[config.mk]
export PLATFORM = sky130hd
export DESIGN_NAME = adma_dm_dst_axis
export DESIGN_NICKNAME = d
export VERILOG_FILES = /design/src/rtl/adma_pkg.sv /design/src/rtl/adma_sync_fifo.sv /design/src/rtl/adma_dm_dst_axis.sv
export SDC_FILE = /design/constraint.sdc
export NUM_CORES = 1
export LEC_CHECK = 0
export BUFFER_PORTS_ARGS = -buffer_cell sky130_fd_sc_hd__buf_2
export CAP_MARGIN = 0
export CORE_AREA = 2 2 262 264
export CTS_BUF_LIST = sky130_fd_sc_hd__clkbuf_16
export CTS_CLUSTER_DIAMETER = 60
export DETAILED_ROUTE_END_ITERATION = 12
export DIE_AREA = 0 0 264 266
export GPL_TIMING_DRIVEN = 0
export PLACE_DENSITY = 0.45
export SETUP_SLACK_MARGIN = 0.2
export SLEW_MARGIN = 20
export SYNTH_ARGS = -nofsm -noshare
export SYNTH_HDL_FRONTEND = slang
export SYNTH_SLANG_ARGS = --single-unit
export TNS_END_PERCENT = 20
[constraint.sdc]
create_clock -name aclk -period 4 [get_ports aclk]
set_input_delay 0.6 -clock aclk [delete_from_list [all_inputs] [get_ports aclk]]
set_output_delay 0.6 -clock aclk [all_outputs]
set_load 0.05 [all_outputs]
[src/rtl/adma_pkg.sv]
`default_nettype none
// ============================================================================
// Module   : adma_pkg
// Brief    : Shared types and widths for the ADMA data-mover blocks.
// Revision : 1.0 - initial release
// ============================================================================
package adma_pkg;

   localparam int ADMA_MST_ID_W  = 5;
   localparam int ADMA_ATX_LEN_W = 8;
   localparam int ADMA_INFO_W    = ADMA_MST_ID_W + ADMA_ATX_LEN_W;

   typedef struct packed {
      logic [ADMA_MST_ID_W-1:0]  id;
      logic [ADMA_ATX_LEN_W-1:0] len;
   } adma_info_t;

endpackage
`default_nettype wire

[src/rtl/adma_sync_fifo.sv]
`default_nettype none
// ============================================================================
// Module   : adma_sync_fifo
// Brief    : Show-ahead synchronous FIFO with registered full/empty flags.
// Revision : 1.0 - initial release
// ============================================================================
module adma_sync_fifo #(
   parameter int DEPTH  = 4,
   parameter int DATA_W = 8
) (
   input  logic              clk,
   input  logic              rst_n,
   input  logic              i_push,
   input  logic [DATA_W-1:0] i_wdata,
   output logic              o_full,
   input  logic              i_pop,
   output logic [DATA_W-1:0] o_rdata,
   output logic              o_empty
);

   // DEPTH must be a power of two so the pointers wrap naturally
   localparam int              AW         = (DEPTH > 1) ? $clog2(DEPTH) : 1;
   localparam logic [AW:0]     C_FULL_CNT = (AW+1)'(DEPTH);

   logic [DATA_W-1:0] r_mem [DEPTH];
   logic [AW-1:0]     r_wr_ptr;
   logic [AW-1:0]     r_rd_ptr;
   logic [AW:0]       r_count;
   logic [AW:0]       w_count_nxt;
   logic              r_full;
   logic              r_empty;
   logic              w_push;
   logic              w_pop;

   assign w_push  = i_push & ~r_full;
   assign w_pop   = i_pop  & ~r_empty;
   assign o_full  = r_full;
   assign o_empty = r_empty;
   assign o_rdata = r_mem[r_rd_ptr];

   always_comb begin
      w_count_nxt = r_count;
      case ({w_push, w_pop})
         2'b10:   w_count_nxt = r_count + 1'b1;
         2'b01:   w_count_nxt = r_count - 1'b1;
         default: w_count_nxt = r_count;
      endcase
   end

   always_ff @(posedge clk or negedge rst_n) begin
      if (!rst_n) begin
         r_wr_ptr <= '0;
         r_rd_ptr <= '0;
         r_count  <= '0;
         r_full   <= 1'b0;
         r_empty  <= 1'b1;
      end else begin
         if (w_push) r_wr_ptr <= r_wr_ptr + 1'b1;
         if (w_pop)  r_rd_ptr <= r_rd_ptr + 1'b1;
         r_count <= w_count_nxt;
         r_full  <= (w_count_nxt == C_FULL_CNT);
         r_empty <= (w_count_nxt == '0);
      end
   end

   always_ff @(posedge clk) begin
      if (w_push) r_mem[r_wr_ptr] <= i_wdata;
   end

endmodule
`default_nettype wire

[src/rtl/adma_dm_dst_axis.sv]
`default_nettype none
// ============================================================================
// Module   : adma_dm_dst_axis
// Brief    : DMA destination data mover emitting each write transaction as
//            one AXI-Stream packet, with per-transaction completions.
// Revision : 1.0 - initial release
// ============================================================================
module adma_dm_dst_axis
   import adma_pkg::*;
#(
   parameter int DMA_CHN_NUM      = 4,
   parameter int ATX_DST_DATA_W   = 256,
   parameter int ATX_DST_BYTE_AMT = ATX_DST_DATA_W / 8,
   parameter int DST_TDEST_W      = 2,
   parameter int MST_ID_W         = ADMA_MST_ID_W,
   parameter int ATX_LEN_W        = ADMA_ATX_LEN_W,
   parameter int ATX_NUM_OSTD     = DMA_CHN_NUM
) (
   input  logic                            aclk,
   input  logic                            aresetn,
   input  logic [MST_ID_W-1:0]             atx_awid,
   input  logic [ATX_LEN_W-1:0]            atx_awlen,
   input  logic                            atx_vld,
   output logic                            atx_rdy,
   input  logic [ATX_DST_DATA_W-1:0]       atx_wdata,
   input  logic [ATX_DST_BYTE_AMT-1:0]     atx_wstrb,
   input  logic                            atx_wdata_vld,
   output logic                            atx_wdata_rdy,
   output logic [MST_ID_W-1:0]             atx_bid,
   output logic                            atx_bvld,
   input  logic                            atx_brdy,
   input  logic [DMA_CHN_NUM*MST_ID_W-1:0] atx_id,
   output logic [DMA_CHN_NUM-1:0]          atx_dst_err,
   output logic [MST_ID_W-1:0]             m_tid_o,
   output logic [DST_TDEST_W-1:0]          m_tdest_o,
   output logic [ATX_DST_DATA_W-1:0]       m_tdata_o,
   output logic [ATX_DST_BYTE_AMT-1:0]     m_tkeep_o,
   output logic [ATX_DST_BYTE_AMT-1:0]     m_tstrb_o,
   output logic                            m_tlast_o,
   output logic                            m_tvalid_o,
   input  logic                            m_tready_i
);

   adma_info_t                w_info_in;
   adma_info_t                w_head;
   logic                      w_info_full;
   logic                      w_info_empty;
   logic                      w_info_push;
   logic                      w_cpl_full;
   logic                      w_cpl_empty;
   logic [MST_ID_W-1:0]       w_cpl_id;
   logic                      w_is_last;
   logic                      w_out_load;
   logic                      w_wdata_rdy;
   logic                      w_beat;
   logic                      w_last_beat;
   logic [DST_TDEST_W-1:0]    w_tdest;

   logic [ATX_LEN_W-1:0]      r_cnt;
   logic                      r_tvalid;
   logic [ATX_DST_DATA_W-1:0] r_tdata;
   logic [ATX_DST_BYTE_AMT-1:0] r_tstrb;
   logic [ATX_DST_BYTE_AMT-1:0] r_tkeep;
   logic [MST_ID_W-1:0]       r_tid;
   logic [DST_TDEST_W-1:0]    r_tdest;
   logic                      r_tlast;

   assign w_info_in.id  = atx_awid;
   assign w_info_in.len = atx_awlen;
   assign w_info_push   = atx_vld & ~w_info_full;
   assign atx_rdy       = ~w_info_full;

   adma_sync_fifo #(
      .DEPTH  (ATX_NUM_OSTD),
      .DATA_W (ADMA_INFO_W)
   ) u_info_fifo (
      .clk     (aclk),
      .rst_n   (aresetn),
      .i_push  (w_info_push),
      .i_wdata (w_info_in),
      .o_full  (w_info_full),
      .i_pop   (w_last_beat),
      .o_rdata (w_head),
      .o_empty (w_info_empty)
   );

   // Compare before increment, so len = all-ones never wraps the counter
   assign w_is_last   = (r_cnt == w_head.len);
   assign w_out_load  = ~r_tvalid | m_tready_i;
   assign w_wdata_rdy = ~w_info_empty & w_out_load & ~(w_is_last & w_cpl_full);
   assign w_beat      = atx_wdata_vld & w_wdata_rdy;
   assign w_last_beat = w_beat & w_is_last;
   assign atx_wdata_rdy = w_wdata_rdy;

   always_ff @(posedge aclk or negedge aresetn) begin
      if (!aresetn) begin
         r_cnt <= '0;
      end else if (w_beat) begin
         r_cnt <= w_is_last ? '0 : r_cnt + 1'b1;
      end
   end

   // Lowest matching channel wins: scan downward so lower indices overwrite
   always_comb begin
      w_tdest = '0;
      for (int c = DMA_CHN_NUM - 1; c >= 0; c--) begin
         if (atx_id[c*MST_ID_W +: MST_ID_W] == w_head.id) begin
            w_tdest = DST_TDEST_W'(c);
         end
      end
   end

   always_ff @(posedge aclk or negedge aresetn) begin
      if (!aresetn) begin
         r_tvalid <= 1'b0;
         r_tdata  <= '0;
         r_tstrb  <= '0;
         r_tkeep  <= '0;
         r_tid    <= '0;
         r_tdest  <= '0;
         r_tlast  <= 1'b0;
      end else if (w_out_load) begin
         r_tvalid <= w_beat;
         if (w_beat) begin
            r_tdata <= atx_wdata;
            r_tstrb <= atx_wstrb;
            r_tkeep <= '1;
            r_tid   <= w_head.id;
            r_tdest <= w_tdest;
            r_tlast <= w_is_last;
         end
      end
   end

   assign m_tvalid_o = r_tvalid;
   assign m_tdata_o  = r_tdata;
   assign m_tstrb_o  = r_tstrb;
   assign m_tkeep_o  = r_tkeep;
   assign m_tid_o    = r_tid;
   assign m_tdest_o  = r_tdest;
   assign m_tlast_o  = r_tlast;

   adma_sync_fifo #(
      .DEPTH  (ATX_NUM_OSTD),
      .DATA_W (MST_ID_W)
   ) u_cpl_fifo (
      .clk     (aclk),
      .rst_n   (aresetn),
      .i_push  (w_last_beat),
      .i_wdata (w_head.id),
      .o_full  (w_cpl_full),
      .i_pop   (atx_brdy),
      .o_rdata (w_cpl_id),
      .o_empty (w_cpl_empty)
   );

   // Storage is not reset, so mask the head entry while nothing is pending
   assign atx_bvld    = ~w_cpl_empty;
   assign atx_bid     = w_cpl_empty ? '0 : w_cpl_id;
   assign atx_dst_err = '0;

endmodule
`default_nettype wire
==> results.cfg <==
[global_routing]
grt_pass1_vias = 10990
grt_antenna_before_repair = 16
grt_max_degree = 74
grt_usage_pct = 13.17
grt-ovfl-total = 0
grt_pass1_wl_microns = 70450

[route]
vias = 10333
drt_drc_violations_left = 0
drt-total-wl_microns = 47780
drt-initial-drc-count = 398
firstDrtPassIters = 4
ant_nets = 0
wl_per_cell_microns = 18.38
routed_via_density = 3.974

[timing]
setup_slack_ns = 0.4117
fin_skew_ns = 0.01225
slew_viol_final = 0
worstMarginPinSlew_ns = 0.9116
setup_viol = 0
period_needed_ns = 3.588
relSlewSlack_pct = 39.23
rsz0062_at_grt = yes
clock.fmax_mhz = 278.7
period_share_pct = 89.71
final_hold_viol_count = 0
tns_ns = 0

[setup_path]
critPathMaxFanout = 7
regToRegSetupSlack_ns = 0.41
critical_path.max_stage_delay_ns = 0.54
criticalPathCategory = reg -> reg
reg2regPathDepth = 12
cp-end-kind = flip-flop
r2r-start = u_info_fifo.r_rd_ptr[0]
crit_chain = clkbuf_4 > mux4_2 > xnor2_1 > nand4_1 > nor4_2 > buf_4 > inv_1 > ha_1 > fa_1 > mux2_2 > or2_2 > nor2b_1
crit_path_end = u_cpl_fifo.o_full
arrival_ns = 4.07
worstReg2RegEnd = u_cpl_fifo.o_full
cp-startpoint = u_info_fifo.r_rd_ptr[0]
start_kind = flip-flop
worst_path_max_delay_cell = mux4_2
cp.required_ns = 4.48

[yosys]
synth.distinct_cells = 32
synth_top_area_cell = dfrtp_1
avgSynthCellArea_sq_um = 16.59
synthTopCellsByArea = dfrtp_1 51%, mux2_2 21%, edfxtp_1 14%, mux4_2 2.6%, buf_6 2.4%
syn_inst = 951
netlist_area_sq_um = 15780
ys_warn_count = 0
synth-seq-cells = 396
ys_seq_area_share_pct = 65.09
synth_top_cell_area_share_pct = 51.06

[hold_path]
hp-class = in -> reg
hold_start = m_tready_i

[floorplan]
die_area_sq_um = 70220
rows = 96
io_pins = 668
die_h_microns = 266
die_w_microns = 264
start_util_pct = 23.30
coreArea_sq_um = 67750

[clock_network]
h-tree-depth = 2
cts.path.max_buffers = 3
cts_tree = done
insertion_delay_ns = 0.56
clk_pin_slew_ns = 0.06
root_buffer = clkbuf_16
cts-buffers-inserted = 48
cts.sinks = 396

[power_and_ir_drop]
sequentialPowerShare_pct = 33.3
swShare_pct = 43.71
power_frac_clock_pct = 22.6
power_frac_comb_pct = 44.1
internal_power_w = 0.01006
p_per_area_nw_per_um2 = 817.0
leakage_nw = 10.06
ir_worst_vdd_uv = 432.0
power_switching_w = 0.007810

[placement]
dpl.hpwl_microns = 36650
place_ws_ns = 0.06863
routabilityCongestion = 0.7639
place_area_sq_um = 20330
dp.cells = 2503
io_buffer_count = 663

[cells_and_area]
syn2layout_area_growth_pct = 38.57
drive_above_1_share_pct = 65.65
design_area_sq_um = 21870
fin_nets = 2016
stdcell_count = 2600
final_core_utilization_pct = 32.28

[outcome]
status = complete, no violations

[flow_run]
maxCapViolations = 0
logic make-up (layout without fill, tap and decap cells):
kind of cell    count (synthesis)  count (layout)  synth area share [%]
other cells                     1              13               0.02376
xor+xnor                       40              40                 2.220
fa+ha+maj                      13              13                 1.126
flops                         396             396                 65.09
buf+inv                        96             851                 4.781
mux                           314             314                 23.67
compound gates                 23              23                0.9355
simple gates                   68              68                 2.149
synthesized netlist by cell type, drive strengths merged:
| library cell | number |
|---|---|
| xor2 | 14 |
| o41ai | 1 |
| dfrtp | 322 |
| o21ai | 11 |
| inv | 15 |
| mux2 | 294 |
| nand2b | 1 |
| nor4 | 1 |
| mux2i | 2 |
| nor3 | 9 |
| edfxtp | 72 |
| mux4 | 18 |
| nand2 | 20 |
| nor2b | 5 |
| buf | 73 |
| ha | 11 |
| or2 | 4 |
| xnor2 | 26 |
| o31ai | 2 |
| nand3 | 6 |
| o311ai | 1 |
| conb | 1 |
| dfstp | 2 |
| fa | 2 |
| nand4 | 2 |
| a21oi | 7 |
| and2 | 13 |
| nor2 | 7 |
| a21boi | 1 |
| clkbuf | 8 |
worst min path at each step:
stage,endpoint,slack (ns),depth (start not counted)
3_5_place_dp,u_info_fifo.r_count[2],0.46,1
5_1_grt,m_tdata_o[75],0.23,2
2_1_floorplan,m_tdata_o[0],0.30,0
6_report,m_tvalid_o,0.25,2
4_1_cts,m_tvalid_o,0.19,2
3_3_place_gp,u_cpl_fifo.r_count[2],0.46,1
sequential cells by signal (all words and copies together), names as in the netlist, 3 cells and up:
name                 count
m_tstrb_o               32
u_info_fifo.r_count      3
r_cnt                    8
u_cpl_fifo.r_mem        20
m_tid_o                  5
u_info_fifo.r_mem       52
m_tdata_o              256
u_cpl_fifo.r_count       3
cell type report:
class / count / area [sq um]
Clock inverter: 34 / 226.5
Antenna cell: 9 / 22.52
Fill cell: 6906 / 45880
Buffer: 81 / 703.2
Clock buffer: 49 / 1226
Sequential cell: 396 / 10270
Tap cell: 882 / 1104
Inverter: 15 / 56.30
Multi-Input combinational cell: 462 / 4780
Timing Repair Buffer: 672 / 3478
metrics by stage:
stage / hold slack [ns] / power (W)
after floorplan: 0.3044 / 0.01180
after global placement: 0.4592 / 0.01389
after detailed placement: 0.4612 / 0.01398
after CTS: 0.1908 / 0.01815
after global routing: 0.2264 / 0.01878
final: 0.2497 / 0.01787
per-layer routing:
metal,share of wire (%),GRT usage [%]
met3,7.2,3.956
met5,0.12,0
met4,2.9,4.714
met1,39,15.46
met2,51,22.77
layout by cell type (no fill, tap or decap), drive strengths merged, types with 3 or more instances in the layout:
cell,Yosys,layout
a21oi,7,7
mux4,18,18
buf,73,743
ha,11,11
xnor2,26,26
o21ai,11,11
nand3,6,6
nor3,9,9
nor2,7,7
clkbuf,8,58
nor2b,5,5
dfrtp,322,322
edfxtp,72,72
diode,0,9
xor2,14,14
inv,15,40
nand2,20,20
or2,4,4
clkinv,0,6
conb,1,4
bufinv,0,3
mux2,294,294
and2,13,13
critical path: cells and delay by family (launching register included):
kind,cells,cell delay [ns]
simple gates,4,1.08
mux,2,0.82
fa+ha+maj,2,0.64
buf+inv,3,0.48
flops,1,0.32
xor+xnor,1,0.16
timing repair:
action	in CTS	in global routing
setup buffers	0	4
resized for setup	1	4
endpoints found under the setup margin	4	7
pin swaps	0	1
hold buffers	1	0
hold endpoints to repair	57	0
power by group through the flow:
stage | combinational [W] | clock (W) | sequential (W)
6_report | 0.00788 | 0.00404 | 0.00594
5_1_grt | 0.00829 | 0.00438 | 0.00610
4_1_cts | 0.00798 | 0.00422 | 0.00595
3_5_place_dp | 0.00797 | 0 | 0.00601
3_3_place_gp | 0.00791 | 0 | 0.00598
2_1_floorplan | 0.00232 | 0 | 0.00948
(Power assumes the default switching activity.)
